<file path="config.mk">
export PLATFORM = sky130hd
export DESIGN_NAME = uart_tx_arbiter
export DESIGN_NICKNAME = d
export VERILOG_FILES = /design/src/rtl/uart_pkg.sv /design/src/rtl/uart_rr_pick.sv /design/src/rtl/uart_tx_arbiter.sv
export SDC_FILE = /design/constraint.sdc
export NUM_CORES = 1
export LEC_CHECK = 0
export ABC_CLOCK_PERIOD_IN_PS = 2190
export CAP_MARGIN = 20
export CORE_ASPECT_RATIO = 1.25
export CORE_MARGIN = 4
export CORE_UTILIZATION = 46
export CTS_CLUSTER_SIZE = 20
export DETAILED_ROUTE_END_ITERATION = 7
export PLACE_DENSITY = 0.8
export SLEW_MARGIN = 20
export SYNTH_ARGS = -nofsm -noshare
export SYNTH_HDL_FRONTEND = slang
export SYNTH_SLANG_ARGS = --single-unit
</file>
<file path="constraint.sdc">
create_clock -name clk -period 2.19 [get_ports clk]
set_input_delay 0.438 -clock clk [delete_from_list [all_inputs] [get_ports clk]]
set_output_delay 0.438 -clock clk [all_outputs]
set_load 0.05 [all_outputs]
</file>
<file path="src/rtl/uart_pkg.sv">
// Shared UART definitions: arbiter FSM states and the default byte width
// used by the receiver, transmitter and arbiter.
package uart_pkg;

    localparam int UART_DATA_W = 8;

    typedef enum logic [1:0] {
        IDLE  = 2'd0,
        ISSUE = 2'd1,
        WAIT  = 2'd2
    } arb_state_t;

endpackage

</file>
<file path="src/rtl/uart_rr_pick.sv">
// Combinational rotate-priority picker: the first set request after rr_ptr
// (wrapping modulo NUM_REQ) wins.
module uart_rr_pick #(
    parameter int NUM_REQ = 4,
    parameter int IDW     = $clog2(NUM_REQ)
) (
    input  logic [NUM_REQ-1:0] req,
    input  logic [IDW-1:0]     rr_ptr,
    output logic               any,
    output logic [IDW-1:0]     winner
);
    localparam int SW = IDW + 1;
    localparam logic [SW-1:0] NUM_REQ_W = SW'(NUM_REQ);

    logic [IDW-1:0]     cand [NUM_REQ];
    logic [NUM_REQ-1:0] hit;

    // cand[gi] is the requester at search distance gi+1 from rr_ptr
    for (genvar gi = 0; gi < NUM_REQ; gi++) begin : g_cand
        logic [SW-1:0] sum;
        assign sum      = {1'b0, rr_ptr} + SW'(gi + 1);
        assign cand[gi] = IDW'((sum >= NUM_REQ_W) ? (sum - NUM_REQ_W) : sum);
        assign hit[gi]  = req[cand[gi]];
    end

    always_comb begin
        any    = |hit;
        winner = '0;
        for (int i = NUM_REQ - 1; i >= 0; i--) begin
            if (hit[i]) winner = cand[i];
        end
    end

endmodule

</file>
<file path="src/rtl/uart_tx_arbiter.sv">
// Round-robin arbiter sharing one UART byte transmitter among NUM_REQ
// requesters; a grant is held for a whole packet or until a valid-low timeout.
module uart_tx_arbiter
    import uart_pkg::*;
#(
    parameter int NUM_REQ = 4,
    parameter int DATA_W  = UART_DATA_W,
    parameter int TIMEOUT = 1023
) (
    input  logic                         clk,
    input  logic                         rst,
    input  logic [NUM_REQ-1:0]           req_valid,
    input  logic [NUM_REQ*DATA_W-1:0]    req_data,
    input  logic [NUM_REQ-1:0]           req_last,
    output logic [NUM_REQ-1:0]           req_ready,
    output logic                         tx_start,
    output logic [DATA_W-1:0]            tx_data,
    input  logic                         tx_busy,
    input  logic                         tx_done,
    output logic                         grant_valid,
    output logic [$clog2(NUM_REQ)-1:0]   grant_id,
    output logic                         timeout_evt
);
    localparam int IDW   = $clog2(NUM_REQ);
    localparam int CNT_W = (TIMEOUT > 0) ? $clog2(TIMEOUT + 1) : 1;
    localparam logic [CNT_W-1:0] CNT_MAX = CNT_W'(TIMEOUT);

    arb_state_t        state_reg, state_next;
    logic [IDW-1:0]    grant_id_reg, grant_id_next;
    logic              grant_valid_reg, grant_valid_next;
    logic [IDW-1:0]    rr_ptr_reg, rr_ptr_next;
    logic [DATA_W-1:0] tx_data_reg, tx_data_next;
    logic              tx_start_reg, tx_start_next;
    logic              last_reg, last_next;
    logic [CNT_W-1:0]  cnt_reg, cnt_next;

    logic              pick_any;
    logic [IDW-1:0]    pick_winner;
    logic [DATA_W-1:0] data_arr [NUM_REQ];
    logic              sel_valid;
    logic              sel_last;
    logic [DATA_W-1:0] sel_data;

    for (genvar gi = 0; gi < NUM_REQ; gi++) begin : g_data
        assign data_arr[gi] = req_data[gi*DATA_W +: DATA_W];
    end

    uart_rr_pick #(
        .NUM_REQ (NUM_REQ),
        .IDW     (IDW)
    ) u_pick (
        .req    (req_valid),
        .rr_ptr (rr_ptr_reg),
        .any    (pick_any),
        .winner (pick_winner)
    );

    assign sel_valid = req_valid[grant_id_reg];
    assign sel_last  = req_last[grant_id_reg];
    assign sel_data  = data_arr[grant_id_reg];

    always_comb begin
        state_next       = state_reg;
        grant_id_next    = grant_id_reg;
        grant_valid_next = grant_valid_reg;
        rr_ptr_next      = rr_ptr_reg;
        tx_data_next     = tx_data_reg;
        tx_start_next    = 1'b0;
        last_next        = last_reg;
        cnt_next         = cnt_reg;
        req_ready        = '0;
        timeout_evt      = 1'b0;

        case (state_reg)
            IDLE: begin
                if (pick_any) begin
                    grant_id_next    = pick_winner;
                    grant_valid_next = 1'b1;
                    cnt_next         = '0;
                    state_next       = ISSUE;
                end
            end
            ISSUE: begin
                req_ready[grant_id_reg] = !tx_busy;
                if (sel_valid && !tx_busy) begin
                    tx_data_next  = sel_data;
                    last_next     = sel_last;
                    tx_start_next = 1'b1;
                    cnt_next      = '0;
                    state_next    = WAIT;
                end else if (!sel_valid) begin
                    // An accepted byte takes priority over an expiring timeout.
                    if ((TIMEOUT != 0) && (cnt_reg == CNT_MAX)) begin
                        timeout_evt      = 1'b1;
                        rr_ptr_next      = grant_id_reg;
                        grant_valid_next = 1'b0;
                        state_next       = IDLE;
                    end else if (cnt_reg != CNT_MAX) begin
                        cnt_next = cnt_reg + 1'b1;
                    end
                end
            end
            WAIT: begin
                if (tx_done) begin
                    if (last_reg) begin
                        rr_ptr_next      = grant_id_reg;
                        grant_valid_next = 1'b0;
                        state_next       = IDLE;
                    end else begin
                        cnt_next   = '0;
                        state_next = ISSUE;
                    end
                end
            end
            default: state_next = IDLE;
        endcase
    end

    always_ff @(posedge clk or posedge rst) begin
        if (rst) begin
            state_reg       <= IDLE;
            grant_id_reg    <= '0;
            grant_valid_reg <= 1'b0;
            rr_ptr_reg      <= IDW'(NUM_REQ - 1);
            tx_data_reg     <= '0;
            tx_start_reg    <= 1'b0;
            last_reg        <= 1'b0;
            cnt_reg         <= '0;
        end else begin
            state_reg       <= state_next;
            grant_id_reg    <= grant_id_next;
            grant_valid_reg <= grant_valid_next;
            rr_ptr_reg      <= rr_ptr_next;
            tx_data_reg     <= tx_data_next;
            tx_start_reg    <= tx_start_next;
            last_reg        <= last_next;
            cnt_reg         <= cnt_next;
        end
    end

    assign tx_start    = tx_start_reg;
    assign tx_data     = tx_data_reg;
    assign grant_valid = grant_valid_reg;
    assign grant_id    = grant_id_reg;

endmodule

</file>
After elaboration in Yosys (flattened, before gate mapping)
Cells that the tools add are included.
- register bits after elaboration: 27
- bits in latches: 0
- memory bits (writable): 0
- bits in read-only memories: 0
- bits of input ports: 44
- output and inout port bits: 17
- logic and storage cells: 118
- memories kept: 0
- $add $sub $neg: 9
- multiply operators: 0
- div/mod/pow operators: 0
- order comparisons: 11
- eq/ne operators: 15
- shift operators: 0
- mux-type cells: 60
- bitwise logic cells: 2
- reductions and logical operators: 13
- operator list (operator ; number):
    $mux 10 ; 7
    $mux 2 ; 18
    $pmux 10 s3 ; 1
    $mux 1 ; 20
    $bmux 8 s2 ; 1
    $mux 8 ; 2
    $ge 3x3->1 const B ; 5
    $lt 2x3->1 const B ; 5
    $ne 2x2->1 const B ; 7
    $reduce_and 7->1 ; 2
    $bmux 1 s2 ; 6
    $ne 3x3->1 const B ; 4
    $add 10x1->10 const B ; 1
    $eq 10x10->1 const B ; 1
    $ne 10x10->1 const B ; 1
    $sub 2x1->2 const B ; 4
    $add 2x2->3 const B ; 2
    $pmux 2 s3 ; 1
    $reduce_and 6->1 ; 1
    $and 4x4->4 ; 1
    $mux 4 ; 1
    $pmux 2 s2 ; 1
    $reduce_and 2->1 ; 2
    $reduce_and 4->1 ; 1
    other kinds (14) ; 15

Longest topological paths before layout
Gate-level depths: netlist (run 1).
- word-level depth: 9
- gate-level depth with buffers: 7
- mapped depth without buffers: 6

Cells and area by module
A second synthesis (run 1) with hierarchy kept.
- cells, all modules: 173
- area total of the unflattened synthesis: 1859.3 um^2
- modules (own cells, without submodules) (module ; instances ; cells an instance ; area an instance (um^2) ; sequential area each (um^2)):
    uart_tx_arbiter ; 1 ; 159 ; 1767.9 ; 678.2
    uart_rr_pick ; 1 ; 14 ; 91.3 ; 0.0

Worst setup path before layout (run 1)
No wires, ideal clock.
- path type: register to output
- start point: reg grant_id_reg[0] (netlist: grant_id[0])
- end point: out req_ready[0]
- data arrival time: 2.593 ns
- data required time: 1.752 ns
- slack: -0.841 ns
- stages on the path, launching flop included: 4
- buffers on the path: 2
- path through: dfrtp_1 > buf_2 > buf_1 > nor4_1
- longest elaborated chain between the ends: 6
- elaborated cells between the ends (all ways): 7
- classes of those cells: order compare: 2; mux: 3; bitwise: 1; reduce/logical: 1
- RTL lines (what ; line ; source):
    start: declaration ; uart_tx_arbiter.sv:29 ; logic [IDW-1:0] grant_id_reg, grant_id_next;
    start signal: assignment ; uart_tx_arbiter.sv:131 ; grant_id_reg <= grant_id_next;
    $lt 2x3->1 (not written as such) or $ge 2x1->1 (tied branches) ; uart_tx_arbiter.sv:84 ; req_ready[grant_id_reg] = !tx_busy;
    $logic_and 1x1->1 (not written as such) ; uart_tx_arbiter.sv:84 ;
    $mux 1 (not written as such) ; uart_tx_arbiter.sv:84 ;
    $demux 1 s2 * ; uart_tx_arbiter.sv:84 ;
    $and 4x4->4 (no line) * ; n/a ;
    $mux 4 * ; uart_tx_arbiter.sv:74 ; case (state_reg)
    end: declaration ; uart_tx_arbiter.sv:15 ; output logic [NUM_REQ-1:0] req_ready,
Mark *: on every way between the ends. The rest lies on a longest branch, timed or not.

Worst setup path after layout (run 1)
- start point: reg cnt_reg[1]
- end point: out timeout_evt
- longest elaborated chain between the ends: 5
- RTL lines (what ; line ; source):
    start: declaration ; uart_tx_arbiter.sv:35 ; logic [CNT_W-1:0] cnt_reg, cnt_next;
    start signal: assignment ; uart_tx_arbiter.sv:137 ; cnt_reg <= cnt_next;
    $eq 10x10->1 ; uart_tx_arbiter.sv:93 ; if ((TIMEOUT != 0) && (cnt_reg == CNT_MAX)) begin
    $mux 1 ; uart_tx_arbiter.sv:93 ;
    $mux 1 ; uart_tx_arbiter.sv:91 ; end else if (!sel_valid) begin
    $mux 1 ; uart_tx_arbiter.sv:85 ; if (sel_valid && !tx_busy) begin
    $mux 1 ; uart_tx_arbiter.sv:74 ;
    end: declaration ; uart_tx_arbiter.sv:22 ; output logic timeout_evt
Every way passes these cells.

==> results.md, run 1 <==
Setup path:
- The cell count of the worst reg-to-reg path is 6.
- The worst setup path is of the reg -> out kind.
- The signal on the critical path passes through ha_2 -> nand3_2 -> or3_4 -> nor3_4 -> buf_12.
- Setup slack on the worst reg-to-reg path comes out at around 150 ps.
- The kind of end point of the critical path is a primary output.
- The startpoint of the most critical register-to-register path is grant_id[1]$_DFFE_PP0P_.
- The worst path required time is around 1800 ps.
- The critical register-to-register path endpoint is state_reg[1]$_DFFE_PP0P_.
- The family with the most delay on the worst path is simple AND/OR/NAND/NOR gates.
- The launching instance or port of the critical path is cnt_reg[1]$_DFFE_PP0P_.
- Data arrives at the worst endpoint at approximately 1700 ps.
- The largest fanout on the critical path is 2.
- The number of buffers and inverters on the critical path is 1.
- The delay of the slowest critical-path stage is roughly 430 ps.
- The slowest cell on the critical path is sky130_fd_sc_hd__or3_4.
- The kind of start point of the critical path is a flop.

Synthesis:
- The most numerous cell in the Yosys netlist is sky130_fd_sc_hd__dfrtp_1.
- Of the post-synthesis cell area, the part taken by muxes is between 10% and 20%.
- During synthesis, Yosys emitted a total of 0 warnings.
- The synthesized design spends more area on one cell type than any other, namely sky130_fd_sc_hd__dfrtp_1.
- The area share of fa/ha/maj cells after synthesis is about 4.0%.
- The share of the synthesized netlist area taken by xor and xnor gates is 0%.
- After synthesis, the largest family of logic cells by area is compound AO/OA/AOI/OAI gates.
- The number of storage elements in the synthesis netlist is 27.
- The per-instance average area after synthesis is 9.98 sq um.
- Sorting the synthesized cells by how often they occur yields 25 x sky130_fd_sc_hd__dfrtp_1, 13 x sky130_fd_sc_hd__a31oi_1, 12 x sky130_fd_sc_hd__inv_1, 11 x sky130_fd_sc_hd__nand3_1.
- The netlist uses 48 different library cells.
- Ranked by total cell area, the synthesized netlist is headed by sky130_fd_sc_hd__dfrtp_1 33%, sky130_fd_sc_hd__mux4_2 12%, sky130_fd_sc_hd__mux2_2 5.3%.
- The most used flip-flop cell after synthesis is sky130_fd_sc_hd__dfrtp_1.
- Sequential elements use a little over a third of the synthesized area.
- The synthesized design devotes to its leading area cell type between 30 and 40% of total area.
- The synthesized net count is between 200 and 250.
- The netlist area before placement is between 1500 and 2000 sq um.
- The number of instances in the synthesized netlist is 190.
- The proportion of register bits with asynchronous set or reset after synthesis is 100%.
- The synthesized netlist devotes about a fifth of its cell area to compound gates.
- The area fraction in and, or, nand and nor cells after synthesis is 16.8%.
- Counting flops with a built-in enable in the synthesized netlist gives 0.

Die:
- The number of top-level design ports is 61.
- The initial utilization of the core area, before any placement, comes to between 40% and 50%.
- From left edge to right edge, the die measures 65.4 microns.
- The initialized floorplan defines 25 standard-cell rows.
- The floorplan step defined a die boundary enclosing between 5000 and 6000 sq um.
- The floorplan step defined a core boundary enclosing approximately 3900 sq um.
- The die is about 80 microns tall.

Cells and area:
- The total area of sequential cells is approximately 700 sq um.
- The area growth from synthesis to layout is 54.5%.
- The count of filler cells inserted in the layout is 296.
- The flip-flop count of the largest register, all copies and words added is 10.
- The finished layout holds about 330 standard cells, fillers aside.
- The layout net count is between 300 and 400.
- In the final layout, the multi-input gates occupy between 1000 and 1500 sq um.
- Of the cells placed in the final design, the portion with a size suffix greater than 1 is 30.9%.
- At the end of the flow the core is filled with cells to around three quarters.
- The antenna diode count is 0.

Power and ir drop:
- In this run the power density over the cells is roughly 1300 nW/um^2.
- The worst voltage drop across the vdd grid is 0.794 mV.
- For this design the static power due to leakage is ~0.0012 uW.

Routing:
- The via-per-instance ratio is roughly 5.9.
- The count of unresolved DRC violations after routing is 0.
- The violation count after the first detailed-routing iteration is 68.
- The first TritonRoute pass finished after 4 iterations.
- Once detail routing completed, the nets flagged for antenna violations numbered 0.
- The final wirelength is between 5000 and 6000 microns.
- The routed wire length per instance is 17.7 microns.
- The routed layout has 1,955 vias.

Place:
- The total half-perimeter wirelength after legalization and detailed placement is around 4600 microns.
- Prior to clock tree synthesis, the placed netlist has a worst setup slack of -224 ps.
- The final estimated routing congestion in global placement is 0.898.
- The total placed cells including tap cells is approximately 320.
- During placement, the flow inserted port buffers numbering 60.

Clock tree:
- In this run the number of H-tree levels came out at 1.
- The number of CTS-inserted buffers is 3.
- The clock tree from TritonCTS is built.
- The source-to-sink clock delay at the later pin of the worst-skew pair is 270 ps.
- Hold repair after CTS inserted 0 buffers.
- Counting along the longest clock path gives a buffer depth of 2.
- Clock tree synthesis found a total of 27 sinks.
- The clock root buffer is sky130_fd_sc_hd__clkbuf_8.
- After clock tree synthesis, the clock-pin slew on the worst setup and hold paths is 90 ps.

Global route:
- The number of antenna violations at the first check in global routing is 0.
- Entering global routing, the biggest net connects 18 pins.
- Global routing finished with a remaining overflow of 0.
- The via count of the first global-routing pass was roughly 2,000.
- Global routing used 23.3% of the available tracks.
- The wire length of the first global-routing pass is 9450 microns.

STA:
- At the pin with the least slew margin, the transition time is about 500 ps.
- Hold is met by 484 ps.
- The max-slew headroom at the worst pin is approximately two thirds.
- The number of pins with negative max-slew slack in the final report came to 0.
- Setup repair after global routing could not meet its margin everywhere.
- For the final routed database, the setup TNS stands at 0 ps.
- Derived from the worst setup path, the maximum achievable clock frequency is approximately 460 MHz.
- The setup skew after layout is between 2 and 3 ps.
- The final number of setup-violating endpoints is 0.
- The final number of hold-violating endpoints was 0.
- Setup slack on the critical path of the routed design comes to around 14 ps.
- Of the available clock period, the critical path in the final layout requires roughly 100%.
- Counting I/O delays and the setup requirement, the final critical path takes 2180 ps.

Status:
- The run finished with clean final reports.

Run:
- The tool flagged a number of max-cap violations equal to 0.

Min path:
- The worst min-delay path class is in -> async.
-- worst max-delay path by stage --
stage | end | slack, ps | cells after the start
global route | timeout_evt | -70 | 5
floorplan | timeout_evt | -90 | 4
global placement | state_reg[0]$_DFFE_PP0P_ | -170 | 6
detailed placement | state_reg[0]$_DFFE_PP0P_ | -220 | 6
finish | timeout_evt | 10 | 5
CTS | timeout_evt | 4 | 5
-- cell families (layout without fill, tap and decap cells) --
| kind of cell | Yosys count | count (layout) |
|---|---|---|
| fa+ha+maj | 6 | 6 |
| flops | 27 | 27 |
| simple gates | 61 | 61 |
| buf+inv | 22 | 110 |
| compound gates | 53 | 53 |
| mux | 21 | 21 |
-- layout by cell type, fill, tap and decap left out, types with 2 or more instances in the layout --
| cell | count |
|---|---|
| sky130_fd_sc_hd__o211ai_1 | 5 |
| sky130_fd_sc_hd__mux2_2 | 9 |
| sky130_fd_sc_hd__dlygate4sd2_1 | 4 |
| sky130_fd_sc_hd__nor4_1 | 2 |
| sky130_fd_sc_hd__buf_12 | 7 |
| sky130_fd_sc_hd__a211oi_1 | 2 |
| sky130_fd_sc_hd__clkbuf_8 | 3 |
| sky130_fd_sc_hd__nand2_1 | 10 |
| sky130_fd_sc_hd__nand4_1 | 5 |
| sky130_fd_sc_hd__mux2_4 | 2 |
| sky130_fd_sc_hd__nand2b_1 | 2 |
| sky130_fd_sc_hd__ha_1 | 5 |
| sky130_fd_sc_hd__a31oi_1 | 13 |
| sky130_fd_sc_hd__clkdlybuf4s50_1 | 49 |
| sky130_fd_sc_hd__nor3_1 | 4 |
| sky130_fd_sc_hd__a2111oi_0 | 2 |
| sky130_fd_sc_hd__nor2_1 | 8 |
| sky130_fd_sc_hd__a21oi_1 | 10 |
| sky130_fd_sc_hd__nor2b_1 | 2 |
| sky130_fd_sc_hd__o21ai_0 | 3 |
| sky130_fd_sc_hd__mux4_2 | 10 |
| sky130_fd_sc_hd__dfstp_2 | 2 |
| sky130_fd_sc_hd__dfrtp_2 | 2 |
| sky130_fd_sc_hd__buf_4 | 33 |
| sky130_fd_sc_hd__nor2_2 | 3 |
| sky130_fd_sc_hd__and3_1 | 5 |
| sky130_fd_sc_hd__o31ai_1 | 2 |
| sky130_fd_sc_hd__inv_1 | 12 |
| sky130_fd_sc_hd__nand3_1 | 10 |
| sky130_fd_sc_hd__dfrtp_1 | 23 |
| sky130_fd_sc_hd__a21o_1 | 4 |
-- per-stage QoR --
| step | total power (uW) | cell area [sq um] |
|---|---|---|
| 6_report | 3670 | 2930 |
| 5_1_grt | 3900 | 2930 |
| 3_5_place_dp | 3320 | 2830 |
| 2_1_floorplan | 2450 | 1940 |
| 4_1_cts | 3670 | 2920 |
| 3_3_place_gp | 3240 | 2830 |
-- what timing repair did --
action,CTS,global route
setup buffers,5,0
endpoints found under the hold margin,0,0
pin swaps,2,0
resized for setup,6,3
endpoints found under the setup margin,1,3
-- cell type report --
type	count	share of cell area [%]
Timing Repair Buffer	93	31.2
Tap cell	54	2.31
Sequential cell	27	23.2
Multi-Input combinational cell	141	40.0
Clock buffer	3	1.41
Clock inverter	1	0.171
Inverter	13	1.67
-- power by group --
part	internal (uW)	switching [uW]	leakage, uW
clock network	128	159	0.0000255
logic	1150	1390	0.000864
registers	697	139	0.000338
-- metal layers --
layer | routed length, microns | up-vias | global-route usage, %
met5 | 0 | - | 0
met4 | 129 | 0 | 7.68
met3 | 379 | 11 | 3.52
met2 | 3120 | 82 | 44.0
met1 | 2240 | 959 | 26.3
li1 | - | 903 | -
Power figures use the tool's default switching activity.
==> run 2: changes to the inputs <==
--- a/config.mk
+++ b/config.mk
@@ -10,8 +10,10 @@
 export CORE_ASPECT_RATIO = 1.25
 export CORE_MARGIN = 4
 export CORE_UTILIZATION = 46
+export CTS_CLUSTER_DIAMETER = 50
 export CTS_CLUSTER_SIZE = 20
 export DETAILED_ROUTE_END_ITERATION = 7
+export GPL_ROUTABILITY_DRIVEN = 0
 export PLACE_DENSITY = 0.8
 export SLEW_MARGIN = 20
 export SYNTH_ARGS = -nofsm -noshare
==> results.md, run 2 (synthesis results as in run 1) <==
Status:
- The run finished with clean final reports.

Setup path:
- Of all nets on the critical path, the largest fanout is 2.
- The setup path with the least slack is of type reg -> out.
- The worst path required time is 1750 ps.
- The startpoint identified for the worst register-to-register timing path is grant_id[1]$_DFFE_PP0P_.
- For the worst setup path, the data arrival time is around 1700 ps.
- The launching instance or port of the critical path is cnt_reg[0]$_DFFE_PP0P_.
- The delay of the slowest critical-path stage is ~400 ps.
- Among all stages on the critical path, the largest delay is contributed by sky130_fd_sc_hd__or3_4.
- Traced cell by cell, the critical path runs through ha_2 -> nand3_1 -> or3_4 -> nor3_4 -> buf_12.
- STA classifies the critical path endpoint as a primary output.
- The kind of start point of the critical path is a flop.

Routing:
- The final wirelength is ~5700 microns.
- The count of unresolved DRC violations after routing is 0.
- The detailed router finished its first iteration with 66 violations.
- Dividing the detail-routed wire length by the instance count gives around 17 microns.
- The antenna violation net count after detailed routing is 0.
- After detailed routing, the number of vias per cell comes to 5.85.
- Detailed routing inserted a total of between 1,500 and 2,000 vias.
- The count of TritonRoute iterations in the first routing pass is 6.

Clock tree:
- The number of CTS-inserted buffers is 3.
- CTS saw 27 sinks.
- The deepest clock path buffer count is 2.
- The count of hold-fix buffers inserted at cts is 0.
- The source-to-sink clock delay at the later pin of the worst-skew pair is 270 ps.
- The H-tree level count is 1.
- TritonCTS built the clock tree.
- In this run the clock root is driven by a sky130_fd_sc_hd__clkbuf_8.
- Clock-pin slew was measured on the worst setup and hold paths at 90 ps.

Cells and area:
- The count of filler cells inserted in the layout is between 200 and 300.
- The antenna diode count is 0.
- The area growth from synthesis to layout is 53.8%.
- Leaving out fill and tap cells, the most frequent cell in the layout is sky130_fd_sc_hd__clkdlybuf4s50_1.
- The area taken by multi-input logic gates is 1170 sq um.
- The total area of sequential cells is 681 sq um.
- The flip-flop count of the largest register, all copies and words added is 10.
- The share of final-layout standard cells stronger than drive strength 1 is between 20% and 30%.
- The core occupancy in the finished layout is about three quarters.
- The library cells used most frequently in the layout, excluding fill and tap cells, are 49 x sky130_fd_sc_hd__clkdlybuf4s50_1, 30 x sky130_fd_sc_hd__buf_4, 23 x sky130_fd_sc_hd__dfrtp_1, 13 x sky130_fd_sc_hd__a31oi_1, 12 x sky130_fd_sc_hd__inv_1.
- The layout net count is around 330.

Global route:
- Global routing finished with a remaining overflow of 0.
- The maximum number of pins on one net before global-route repair is 18.
- The via count of the first global-routing pass is between 2,000 and 2,500.
- The number of antenna violations at the first check in global routing is 0.
- The wire length of the first global-routing pass is 9450 microns.
- The global-route total usage across every layer is 23.4%.

Place:
- The post-place setup slack is -202 ps.
- The count of input and output buffers is 60.
- The HPWL after detailed placement is roughly 4500 microns.

STA:
- The final period demand of the worst path is around 2100 ps.
- The final number of hold-violating endpoints is 0.
- At the pin with the least slew margin, the transition time is a little over 500 ps.
- The final number of setup-violating endpoints is 0.
- The number of pins with negative max-slew slack in the final report is 0.
- The max-slew headroom at the worst pin is 65.7%.
- For this run, the top clock speed supported by timing is between 400 and 500 MHz.
- Clock skew on the completed layout was measured at approximately 4.6 ps.
- The worst path meets setup with ~81 ps of slack.
- The final clock period utilization by the worst path is a little over nine tenths.
- Setup repair after global routing left no endpoint under its margin.

Min path:
- The worst min-delay path class is in -> async.

Power and ir drop:
- The cell leakage power is between 0.001 and 0.0015 uW.
- The total power is approximately 3600 uW.
- VDD sags by at most ~0.72 mV.
- Power spread over the standard cell area amounts to around 1200 nW/um^2.

Die:
- 61 I/O pins were placed.
- The initial standard-cell utilization of the core is approximately half.
- The number of placement rows is 25.
- In this run the standard cell core region covers between 3000 and 4000 sq um.
- The floorplan step defined a die boundary enclosing between 5000 and 6000 sq um.
- The height of the die is approximately 80 microns.
- The floorplan step set the die width to roughly 65 microns.

Run:
- The count of maximum capacitance violations is 0.
-- run 2: changes by cell type in the layout (fill, tap and decap cells not counted) --
cell	before	now
sky130_fd_sc_hd__buf_4	33	30
sky130_fd_sc_hd__buf_6	0	1
sky130_fd_sc_hd__clkbuf_1	0	1
sky130_fd_sc_hd__dlygate4sd2_1	4	3
sky130_fd_sc_hd__dlymetal6s2s_1	0	1
sky130_fd_sc_hd__inv_2	1	0
sky130_fd_sc_hd__nand3_1	10	11
sky130_fd_sc_hd__nand3_2	1	0
-- run 2: critical path: cells and delay by family, from the launching register on --
family | cells | cell delay (ps)
simple gates | 3 | 670
flops | 1 | 370
fa+ha+maj | 1 | 190
buf+inv | 1 | 170
-- run 2: metrics by stage --
| stage | TNS [ps] | cell area (sq um) | std cells | hold WS (ps) |
|---|---|---|---|---|
| 2_1_floorplan | -96.2 | 1940 | 190 | 489 |
| 3_3_place_gp | -2380 | 2830 | 322 | 486 |
| 3_5_place_dp | -2880 | 2830 | 322 | 494 |
| 4_1_cts | 0 | 2910 | 330 | 515 |
| 5_1_grt | 0 | 2920 | 330 | 522 |
| 6_report | 0 | 2920 | 330 | 493 |
-- run 2: report_power, final --
group	switching, uW	total [uW]	internal, uW
Clock	154	285	130
Combinational	1380	2510	1130
Sequential	135	832	697
Total	1670	3630	1960
-- run 2: routing by layer --
| metal | GRT usage (%) | part of all wire, % |
|---|---|---|
| met5 | 0 | 0 |
| met1 | 25.6 | 38 |
| met4 | 8.09 | 1.8 |
| met2 | 45.0 | 54 |
| met3 | 3.38 | 5.6 |
-- run 2: worst paths after layout --
path                                        endpoint  depth (start not counted)  slack [ps]
min in group clk              tx_data[5]$_DFFE_PP0P_                          1         510
max reg2reg                 state_reg[0]$_DFFE_PP0P_                          6         150
max in group asynchronous  rr_ptr_reg[0]$_DFFE_PP1P_                          3        1160
max                                      timeout_evt                          5          80
min reg2reg                   tx_data[5]$_DFFE_PP0P_                          1         510
min                           tx_data[6]$_DFFE_PP0P_                          2         490
-- run 2: cell type report --
cell class              instances  area share (%)
clock buffers                   4            1.55
inverters                      13            1.72
multi-input cells             141            40.0
flip-flops and latches         27            23.3
well taps                      54            2.32
repair buffers                 91            31.1
-- run 2: what timing repair did --
item	4_1_cts	5_1_grt
endpoints found under the setup margin	2	6
setup buffers	4	0
pin swaps	3	1
gates resized for setup	7	2
